$ cat src/rtl/vend_sequencer_pkg.sv
// Shared types, constants and helpers for the vend_sequencer coin/drink controller.
package vend_pkg;

    typedef enum logic [1:0] {
        IDLE,
        CREDIT,
        DISPENSE,
        CHANGE
    } vend_state_t;

    localparam int CREDIT_W       = 8;
    localparam int COIN_100_UNITS = 1;
    localparam int COIN_500_UNITS = 5;

    localparam int DEF_PRICE_D1 = 3;
    localparam int DEF_PRICE_D2 = 5;
    localparam int DEF_PRICE_D3 = 7;
    localparam int DEF_PRICE_D4 = 10;

    // Default price table indexed by drink number (0 = drink 1).
    function automatic int price_of(input logic [1:0] idx);
        case (idx)
            2'd0:    return DEF_PRICE_D1;
            2'd1:    return DEF_PRICE_D2;
            2'd2:    return DEF_PRICE_D3;
            default: return DEF_PRICE_D4;
        endcase
    endfunction

    function automatic logic is_onehot4(input logic [3:0] v);
        return (v != 4'd0) && ((v & (v - 4'd1)) == 4'd0);
    endfunction

    function automatic logic [1:0] onehot_idx(input logic [3:0] v);
        case (v)
            4'b0010: return 2'd1;
            4'b0100: return 2'd2;
            4'b1000: return 2'd3;
            default: return 2'd0;
        endcase
    endfunction

endpackage

$ cat src/rtl/vend_sequencer_if.sv
// Handshake/coin bus between the vending controller and its surroundings.
// disp_fault exists only when VEND_DISP_TIMEOUT_EN is defined.
interface vend_sequencer_if;
    logic       m100;
    logic       m500;
    logic [3:0] drink_sel;
    logic       cancel;
    logic       dispenser_ready;
    logic       dispense_req;
    logic [1:0] drink_id;
    logic       coin_out_100;
    logic       coin_out_500;
    logic       coin_reject;
    logic       insufficient;
    logic [7:0] credit;
    logic       busy;
`ifdef VEND_DISP_TIMEOUT_EN
    logic       disp_fault;
`endif

    modport master (
        output m100, m500, drink_sel, cancel, dispenser_ready,
        input  dispense_req, drink_id, coin_out_100, coin_out_500,
               coin_reject, insufficient, credit, busy
`ifdef VEND_DISP_TIMEOUT_EN
        , input disp_fault
`endif
    );

    modport slave (
        input  m100, m500, drink_sel, cancel, dispenser_ready,
        output dispense_req, drink_id, coin_out_100, coin_out_500,
               coin_reject, insufficient, credit, busy
`ifdef VEND_DISP_TIMEOUT_EN
        , output disp_fault
`endif
    );
endinterface

$ cat src/rtl/vend_sequencer_change_emitter.sv
// Pays out a credit balance as 500/100 coin pulses separated by COIN_GAP idle cycles.
// The first pulse is registered on the same edge that start is sampled.
module change_emitter
    import vend_pkg::*;
#(
    parameter int COIN_GAP = 2,
    parameter int W        = CREDIT_W
) (
    input  logic         clk,
    input  logic         rst,
    input  logic         i_start,
    input  logic [W-1:0] i_credit,
    output logic         o_coin_100,
    output logic         o_coin_500,
    output logic [W-1:0] o_remain_next,
    output logic         o_done
);
    localparam int GAP_W = (COIN_GAP < 1) ? 1 : $clog2(COIN_GAP + 1);

    logic [GAP_W-1:0] r_gap;
    logic [W-1:0]     r_remain;
    logic             r_active;
    logic             r_coin_100;
    logic             r_coin_500;

    logic [W-1:0]     w_src;
    logic             w_emit;
    logic             w_is500;
    logic [W-1:0]     w_remain_d;

    // Choose the next coin and the balance left after it.
    always_comb begin
        w_src      = i_start ? i_credit : r_remain;
        w_emit     = i_start || (r_active && (r_gap == '0) && (r_remain != '0));
        w_is500    = (w_src >= W'(COIN_500_UNITS));
        w_remain_d = r_remain;
        if (w_emit) begin
            w_remain_d = w_is500 ? (w_src - W'(COIN_500_UNITS))
                                 : (w_src - W'(COIN_100_UNITS));
        end
    end

    // Pulse, balance and gap registers.
    always_ff @(posedge clk or posedge rst) begin
        if (rst) begin
            r_gap      <= '0;
            r_remain   <= '0;
            r_active   <= 1'b0;
            r_coin_100 <= 1'b0;
            r_coin_500 <= 1'b0;
        end else begin
            r_coin_100 <= w_emit && !w_is500;
            r_coin_500 <= w_emit && w_is500;
            r_remain   <= w_remain_d;
            if (w_emit) begin
                r_gap <= GAP_W'(COIN_GAP);
            end else if (r_gap != '0) begin
                r_gap <= r_gap - GAP_W'(1);
            end
            if (i_start) begin
                r_active <= 1'b1;
            end else if (o_done) begin
                r_active <= 1'b0;
            end
        end
    end

    assign o_coin_100    = r_coin_100;
    assign o_coin_500    = r_coin_500;
    assign o_remain_next = w_remain_d;
    assign o_done        = r_active && (r_remain == '0);
endmodule

$ cat src/rtl/vend_sequencer.sv
// Coffee-machine control FSM: coin credit, drink selection, dispenser handshake
// and change payout. Define VEND_DISP_TIMEOUT_EN to add the dispenser timeout
// (DISP_TIMEOUT parameter and disp_fault output).
module vend_sequencer
    import vend_pkg::*;
#(
    parameter int PRICE_D1   = price_of(2'd0),
    parameter int PRICE_D2   = price_of(2'd1),
    parameter int PRICE_D3   = price_of(2'd2),
    parameter int PRICE_D4   = price_of(2'd3),
    parameter int MAX_CREDIT = 50,
    parameter int COIN_GAP   = 2
`ifdef VEND_DISP_TIMEOUT_EN
    ,
    parameter int DISP_TIMEOUT = 1000
`endif
) (
    input  logic             clk,
    input  logic             rst,
    vend_sequencer_if.slave  vif
);
    localparam int SUM_W = CREDIT_W + 1;

    vend_state_t         r_state;
    vend_state_t         w_state_d;
    logic [CREDIT_W-1:0] r_credit;
    logic [CREDIT_W-1:0] w_credit_d;
    logic                r_req;
    logic                w_req_d;
    logic [1:0]          r_drink_id;
    logic [1:0]          w_drink_id_d;
    logic                r_reject;
    logic                w_reject_d;
    logic                r_insuff;
    logic                w_insuff_d;
    logic                r_busy;
    logic                w_busy_d;

    logic [SUM_W-1:0]    w_coin_units;
    logic [SUM_W-1:0]    w_sum;
    logic                w_over;
    logic [CREDIT_W-1:0] w_sat;
    logic                w_onehot;
    logic [1:0]          w_sel_idx;
    logic [CREDIT_W-1:0] w_sel_price;

    logic                w_start;
    logic [CREDIT_W-1:0] w_start_credit;
    logic [CREDIT_W-1:0] w_emit_remain_d;
    logic                w_emit_done;
    logic                w_coin_100;
    logic                w_coin_500;

`ifdef VEND_DISP_TIMEOUT_EN
    localparam int TMO_W = (DISP_TIMEOUT < 2) ? 1 : $clog2(DISP_TIMEOUT + 1);
    logic [CREDIT_W-1:0] r_price;
    logic [CREDIT_W-1:0] w_price_d;
    logic [TMO_W-1:0]    r_tmo;
    logic [TMO_W-1:0]    w_tmo_d;
    logic                r_fault;
    logic                w_fault_d;
    logic [SUM_W-1:0]    w_refund_sum;
    logic [CREDIT_W-1:0] w_refund;
`endif

    // Coin arithmetic with saturation, and selection decode.
    always_comb begin
        w_coin_units = (vif.m100 ? SUM_W'(COIN_100_UNITS) : '0)
                     + (vif.m500 ? SUM_W'(COIN_500_UNITS) : '0);
        w_sum        = {1'b0, r_credit} + w_coin_units;
        w_over       = (w_sum > SUM_W'(MAX_CREDIT));
        w_sat        = w_over ? CREDIT_W'(MAX_CREDIT) : w_sum[CREDIT_W-1:0];
        w_onehot     = is_onehot4(vif.drink_sel);
        w_sel_idx    = onehot_idx(vif.drink_sel);
        case (w_sel_idx)
            2'd0:    w_sel_price = CREDIT_W'(PRICE_D1);
            2'd1:    w_sel_price = CREDIT_W'(PRICE_D2);
            2'd2:    w_sel_price = CREDIT_W'(PRICE_D3);
            default: w_sel_price = CREDIT_W'(PRICE_D4);
        endcase
`ifdef VEND_DISP_TIMEOUT_EN
        w_refund_sum = {1'b0, r_credit} + {1'b0, r_price};
        w_refund     = (w_refund_sum > SUM_W'(MAX_CREDIT)) ? CREDIT_W'(MAX_CREDIT)
                                                           : w_refund_sum[CREDIT_W-1:0];
`endif
    end

    // Next-state and next-output logic.
    always_comb begin
        w_state_d      = r_state;
        w_credit_d     = r_credit;
        w_req_d        = r_req;
        w_drink_id_d   = r_drink_id;
        w_reject_d     = 1'b0;
        w_insuff_d     = 1'b0;
        w_start        = 1'b0;
        w_start_credit = '0;
`ifdef VEND_DISP_TIMEOUT_EN
        w_price_d      = r_price;
        w_tmo_d        = '0;
        w_fault_d      = 1'b0;
`endif
        case (r_state)
            IDLE, CREDIT: begin
                w_credit_d = w_sat;
                w_reject_d = w_over;
                if (w_onehot && (r_credit >= w_sel_price)) begin
                    // Price checked against pre-coin credit; same-cycle coins still count.
                    w_credit_d   = w_sat - w_sel_price;
                    w_drink_id_d = w_sel_idx;
                    w_req_d      = 1'b1;
                    w_state_d    = DISPENSE;
`ifdef VEND_DISP_TIMEOUT_EN
                    w_price_d    = w_sel_price;
`endif
                end else if (w_onehot) begin
                    w_insuff_d = 1'b1;
                    if (w_sat != '0) w_state_d = CREDIT;
                end else if (vif.cancel && (r_state == CREDIT)) begin
                    w_start        = 1'b1;
                    w_start_credit = w_sat;
                    w_credit_d     = w_emit_remain_d;
                    w_state_d      = CHANGE;
                end else if (w_sat != '0) begin
                    w_state_d = CREDIT;
                end
            end
            DISPENSE: begin
                w_reject_d = vif.m100 || vif.m500;
                if (r_req && vif.dispenser_ready) begin
                    w_req_d = 1'b0;
                    if (r_credit != '0) begin
                        w_start        = 1'b1;
                        w_start_credit = r_credit;
                        w_credit_d     = w_emit_remain_d;
                        w_state_d      = CHANGE;
                    end else begin
                        w_state_d = IDLE;
                    end
                end
`ifdef VEND_DISP_TIMEOUT_EN
                else if (r_tmo == TMO_W'(DISP_TIMEOUT - 1)) begin
                    w_req_d        = 1'b0;
                    w_fault_d      = 1'b1;
                    w_start        = 1'b1;
                    w_start_credit = w_refund;
                    w_credit_d     = w_emit_remain_d;
                    w_state_d      = CHANGE;
                end else begin
                    w_tmo_d = r_tmo + TMO_W'(1);
                end
`endif
            end
            CHANGE: begin
                w_reject_d = vif.m100 || vif.m500;
                w_credit_d = w_emit_remain_d;
                if (w_emit_done) w_state_d = IDLE;
            end
            default: w_state_d = IDLE;
        endcase
        w_busy_d = (w_state_d == DISPENSE) || (w_state_d == CHANGE);
    end

    // State and registered outputs.
    always_ff @(posedge clk or posedge rst) begin
        if (rst) begin
            r_state    <= IDLE;
            r_credit   <= '0;
            r_req      <= 1'b0;
            r_drink_id <= '0;
            r_reject   <= 1'b0;
            r_insuff   <= 1'b0;
            r_busy     <= 1'b0;
`ifdef VEND_DISP_TIMEOUT_EN
            r_price    <= '0;
            r_tmo      <= '0;
            r_fault    <= 1'b0;
`endif
        end else begin
            r_state    <= w_state_d;
            r_credit   <= w_credit_d;
            r_req      <= w_req_d;
            r_drink_id <= w_drink_id_d;
            r_reject   <= w_reject_d;
            r_insuff   <= w_insuff_d;
            r_busy     <= w_busy_d;
`ifdef VEND_DISP_TIMEOUT_EN
            r_price    <= w_price_d;
            r_tmo      <= w_tmo_d;
            r_fault    <= w_fault_d;
`endif
        end
    end

    change_emitter #(
        .COIN_GAP (COIN_GAP),
        .W        (CREDIT_W)
    ) u_change (
        .clk           (clk),
        .rst           (rst),
        .i_start       (w_start),
        .i_credit      (w_start_credit),
        .o_coin_100    (w_coin_100),
        .o_coin_500    (w_coin_500),
        .o_remain_next (w_emit_remain_d),
        .o_done        (w_emit_done)
    );

    assign vif.dispense_req = r_req;
    assign vif.drink_id     = r_drink_id;
    assign vif.coin_out_100 = w_coin_100;
    assign vif.coin_out_500 = w_coin_500;
    assign vif.coin_reject  = r_reject;
    assign vif.insufficient = r_insuff;
    assign vif.credit       = r_credit;
    assign vif.busy         = r_busy;
`ifdef VEND_DISP_TIMEOUT_EN
    assign vif.disp_fault   = r_fault;
`endif
endmodule

$ cat src/flat_wrapper.sv
// flat-port wrapper written by rule: the top's interface ports become plain ports
module vend_sequencer_flat import vend_pkg::*;
#(
    parameter int PRICE_D1   = price_of(2'd0),
    parameter int PRICE_D2   = price_of(2'd1),
    parameter int PRICE_D3   = price_of(2'd2),
    parameter int PRICE_D4   = price_of(2'd3),
    parameter int MAX_CREDIT = 50,
    parameter int COIN_GAP   = 2

)
  (clk, rst, vif_m100, vif_m500, vif_drink_sel, vif_cancel, vif_dispenser_ready, vif_dispense_req, vif_drink_id, vif_coin_out_100, vif_coin_out_500, vif_coin_reject, vif_insufficient, vif_credit, vif_busy);
  vend_sequencer_if vif_i ();
  input  logic clk;
  input  logic rst;
  input wire logic [$bits(vif_i.m100)-1:0] vif_m100;
  input wire logic [$bits(vif_i.m500)-1:0] vif_m500;
  input wire logic [$bits(vif_i.drink_sel)-1:0] vif_drink_sel;
  input wire logic [$bits(vif_i.cancel)-1:0] vif_cancel;
  input wire logic [$bits(vif_i.dispenser_ready)-1:0] vif_dispenser_ready;
  output wire logic [$bits(vif_i.dispense_req)-1:0] vif_dispense_req;
  output wire logic [$bits(vif_i.drink_id)-1:0] vif_drink_id;
  output wire logic [$bits(vif_i.coin_out_100)-1:0] vif_coin_out_100;
  output wire logic [$bits(vif_i.coin_out_500)-1:0] vif_coin_out_500;
  output wire logic [$bits(vif_i.coin_reject)-1:0] vif_coin_reject;
  output wire logic [$bits(vif_i.insufficient)-1:0] vif_insufficient;
  output wire logic [$bits(vif_i.credit)-1:0] vif_credit;
  output wire logic [$bits(vif_i.busy)-1:0] vif_busy;
  assign vif_i.m100 = vif_m100;
  assign vif_i.m500 = vif_m500;
  assign vif_i.drink_sel = vif_drink_sel;
  assign vif_i.cancel = vif_cancel;
  assign vif_i.dispenser_ready = vif_dispenser_ready;
  assign vif_dispense_req = vif_i.dispense_req;
  assign vif_drink_id = vif_i.drink_id;
  assign vif_coin_out_100 = vif_i.coin_out_100;
  assign vif_coin_out_500 = vif_i.coin_out_500;
  assign vif_coin_reject = vif_i.coin_reject;
  assign vif_insufficient = vif_i.insufficient;
  assign vif_credit = vif_i.credit;
  assign vif_busy = vif_i.busy;
  vend_sequencer #(.PRICE_D1(PRICE_D1), .PRICE_D2(PRICE_D2), .PRICE_D3(PRICE_D3), .PRICE_D4(PRICE_D4), .MAX_CREDIT(MAX_CREDIT), .COIN_GAP(COIN_GAP)) u_core (.clk(clk), .rst(rst), .vif(vif_i));
endmodule
$ cat config.mk
export PLATFORM = sky130hd
export DESIGN_NAME = vend_sequencer_flat
export DESIGN_NICKNAME = d
export VERILOG_FILES = /design/src/rtl/vend_sequencer_pkg.sv /design/src/rtl/vend_sequencer_if.sv /design/src/rtl/vend_sequencer_change_emitter.sv /design/src/rtl/vend_sequencer.sv /design/src/flat_wrapper.sv
export SDC_FILE = /design/constraint.sdc
export NUM_CORES = 1
export LEC_CHECK = 0
export BUFFER_PORTS_ARGS = -buffer_cell sky130_fd_sc_hd__buf_2
export CAP_MARGIN = 25
export CORE_MARGIN = 2
export CORE_UTILIZATION = 40
export CTS_BUF_LIST = sky130_fd_sc_hd__clkbuf_4 sky130_fd_sc_hd__clkbuf_8 sky130_fd_sc_hd__clkbuf_16
export DETAILED_ROUTE_END_ITERATION = 12
export PLACE_DENSITY_LB_ADDON = 0.1
export SYNTH_ARGS = -nofsm -noshare
export SYNTH_HDL_FRONTEND = slang
export SYNTH_HIERARCHICAL = 1
export SYNTH_SLANG_ARGS = --single-unit
$ cat constraint.sdc
create_clock -name clk -period 7.8 [get_ports clk]
set_clock_uncertainty 0.1 [all_clocks]
set_input_delay 0.39 -clock clk [delete_from_list [all_inputs] [get_ports clk]]
set_output_delay 0.39 -clock clk [all_outputs]
set_load 0.01 [all_outputs]
==> impl_metrics.json <==
{
  "outcome": "finished clean",
  "hpwl_um": 6350,
  "p_int_uw": 657,
  "seqPwrFrac": 0.232,
  "portBuffers": 25,
  "grt_setup_unrepaired": "false",
  "drv_slew": 0,
  "hold_violations": 0,
  "dpl_worst_slack_ns": 2.02,
  "start_kind": "flip-flop",
  "gp_congestion": 0.879,
  "setup_viol": 0,
  "synthCells": 344,
  "die_area_um2": 7690,
  "start_util": 0.412,
  "p_per_area_nw_per_um2": 444,
  "layout_commonest_cell": "nand2_1",
  "reg2reg_to": "u_core/vif.credit[5]",
  "die_y_um": 87.7,
  "fp-row-count": 30,
  "r2r_cells": 21,
  "layout-drive-gt1-share": 0.150,
  "hp-class": "primary input to asynchronous set/reset pin",
  "final_area_um2": 3090,
  "numCtsBuffers": 3,
  "synth_seq_cells": 28,
  "cts_setup_buffers": 0,
  "ys_seq_area_frac": 0.250,
  "required_ns": 7.90,
  "clockRootBuffer": "clkbuf_8",
  "maxSlewHeadroom": 0.458,
  "path_class": "flip-flop to flip-flop",
  "fin_crit_sh": 0.742,
  "wl_um": 8370,
  "multiInputGateArea_um2": 1960,
  "cts_tree": "yes",
  "comb_power_share": 0.681,
  "timing.rr.start": "u_core/vif.credit[0]",
  "maxCapViolations": 0,
  "drc": 0,
  "pwr-share-clk": 0.087,
  "min_period_ns": 5.78,
  "wl_per_cell_um": 18.1,
  "cts_sinks": 28,
  "syn2layout_area_growth_pct": 10.4,
  "reg2reg_slack_ns": 2.02,
  "synth_fp_nets": 370,
  "grt_first_pass_wirelength_um": 13900,
  "core_um2": 6790,
  "crit_slowest_cell": "or4_1",
  "placed_cell_area_um2": 3020,
  "synth-main-ff-cell": "dfrtp_1",
  "synth_area_um2": 2800,
  "peakVddDrop_uv": 190,
  "vias": 2766,
  "clk_latency_ns": 0.28,
  "clk_pin_slew_worst_paths_ns": 0.11,
  "crit_buf_inv": 2,
  "max_freq_ghz": 0.173,
  "ctsHoldBuffers": 0,
  "yosysWarnings": 6,
  "grt.overflow.total": 0,
  "grt_use_total": 0.233,
  "yosysUniqueCellTypes": 75,
  "power.leakage_uw": 0.00130,
  "slowest_delay_ns": 0.57,
  "nFillCells": 701,
  "ant_nets": 0,
  "ios": 26,
  "synth-edff-count": 0,
  "cpLargestDelayFamily": "simple AND/OR/NAND/NOR gates",
  "grt_max_degree": 28,
  "tightestPinTransition_ns": 0.804,
  "async_reset_ff_frac": 1.00,
  "cts_resized": 0,
  "power_switching_uw": 715,
  "syn_area_per_cell_um2": 8.14,
  "grt_pass1_vias": 2659,
  "crit_path_cell_trace": "inv_1 > fa_1 > inv_1 > ha_1 > a21oi_1 > or4_1 > and2_1 > or2_1 > or4_1 > o21ai_1 > nand2b_1 > o21ai_1 > o32ai_1 > nand2_1 > a211o_1 > nand4_1 > nand2b_1 > mux2i_1 > a2111oi_0 > o31ai_1 > o221ai_1",
  "fp.dieW_um": 87.7,
  "drtIter0Drc": 122,
  "end_kind": "flip-flop",
  "seq_area_um2": 701,
  "mostFrequentLayoutCells": "nand2_1 (41), dfrtp_1 (28), buf_2 (25)",
  "final_nets": 393,
  "routed_via_density": 5.99,
  "p_sw_frac": 0.521,
  "firstDrtPassIters": 5,
  "clockBufferDepth": 2,
  "cp_max_fo": 7,
  "antenna_cells": 0,
  "fin_ws_ns": 2.02,
  "antenna_found_initial": 0,
  "htree_levels": 1,
  "critical_path_arrival_ns": 5.89,
  "finalSetupTns_ns": 0
}
==> Yosys cell counts (2+ instances only) <==
cell	count	share of area
buf_2	5	0.0089
inv_1	24	0.032
o21bai_1	4	0.011
o31ai_2	2	0.0089
a21o_1	2	0.0054
or3_1	4	0.0089
or4_1	6	0.016
a31oi_1	7	0.016
or2_2	4	0.0089
clkbuf_1	4	0.0054
nand2_1	41	0.055
o22ai_1	2	0.0045
or3_4	2	0.0080
nor3_1	12	0.021
mux2_2	5	0.020
or2_1	2	0.0045
o41ai_1	2	0.0063
and2_1	4	0.0089
a21oi_1	11	0.020
o221ai_1	4	0.013
nor4_1	7	0.016
o211a_1	3	0.011
mux2i_1	7	0.025
ha_1	15	0.067
a211oi_1	5	0.013
xnor2_1	11	0.034
dfrtp_1	28	0.25
nor2b_1	4	0.0089
nor2_1	23	0.031
o21ai_0	21	0.038
nand3_1	5	0.0089
o31ai_1	2	0.0054
o21ai_1	8	0.014
o32ai_1	5	0.016
a21boi_0	2	0.0054
nand2b_1	11	0.025
a311oi_1	2	0.0063
==> registers in the layout, indices dropped and copies added (netlist names), 2 cells and up <==
name / cells
u_core/u_change/r_gap: 2
u_core/vif.drink_id: 2
u_core/u_change/r_remain: 8
u_core/vif.credit: 8
u_core/r_state: 2
==> power by group through the flow <==
stage          logic (uW)  clock network (uW)  registers (uW)
4_1_cts               921                 124             318
3_5_place_dp          914                   0             321
6_report              934                 120             318
2_1_floorplan         703                   0             283
3_3_place_gp          913                   0             320
5_1_grt              1030                 132             330
==> per-stage QoR <==
stage / power, uW / cells / hold slack (ns) / util
floorplan: 986 / 344 / 0.167 / -
global placement: 1230 / 458 / 0.366 / 0.445
detailed placement: 1240 / 458 / 0.377 / 0.445
CTS: 1360 / 462 / 0.0573 / 0.455
global route: 1490 / 462 / 0.0673 / 0.455
finish: 1370 / 462 / 0.0335 / 0.455
==> worst max path at each step <==
stage | startpoint | end | slack, ns | cells after the start
2_1_floorplan | u_core/vif.credit[0] | u_core/vif.credit[5] | 2.63 | 21
3_3_place_gp | vif_m100 | u_core/vif.credit[5] | 2.08 | 22
3_5_place_dp | vif_m100 | u_core/vif.credit[5] | 2.02 | 22
4_1_cts | u_core/vif.credit[0] | u_core/vif.credit[5] | 2.04 | 21
5_1_grt | u_core/vif.credit[0] | u_core/vif.credit[5] | 1.59 | 21
6_report | u_core/vif.credit[0] | u_core/vif.credit[5] | 2.02 | 21
==> logic make-up (layout without fill, tap and decap cells) <==
logic type | after synthesis | count (layout) | synth area share
adders and majority gates | 17 | 17 | 0.0777
and+or+nand+nor | 138 | 138 | 0.266
xor gates and xnor gates | 12 | 12 | 0.0375
muxes | 14 | 14 | 0.0572
DFF | 28 | 28 | 0.250
buffers and inverters | 35 | 57 | 0.0518
AOI/OAI and AO/OA | 100 | 100 | 0.259
==> per-layer routing <==
layer / vias up / part of all wire / global-route usage / wire length [um]
met1: 1331 / 0.43 / 0.299 / 3590
li1: 1328 / - / - / -
met5: - / 0 / 0 / 0
met2: 91 / 0.50 / 0.399 / 4140
met4: 0 / 0.021 / 0.0769 / 178
met3: 16 / 0.054 / 0.0339 / 454
==> cell type report <==
type | count | area share
Sequential cell | 28 | 0.227
Multi-Input combinational cell | 281 | 0.632
Clock buffer | 3 | 0.0133
Inverter | 24 | 0.0291
Tap cell | 96 | 0.0388
Clock inverter | 1 | 0.00971
Timing Repair Buffer | 29 | 0.0502
Power figures use the tool's default switching activity.
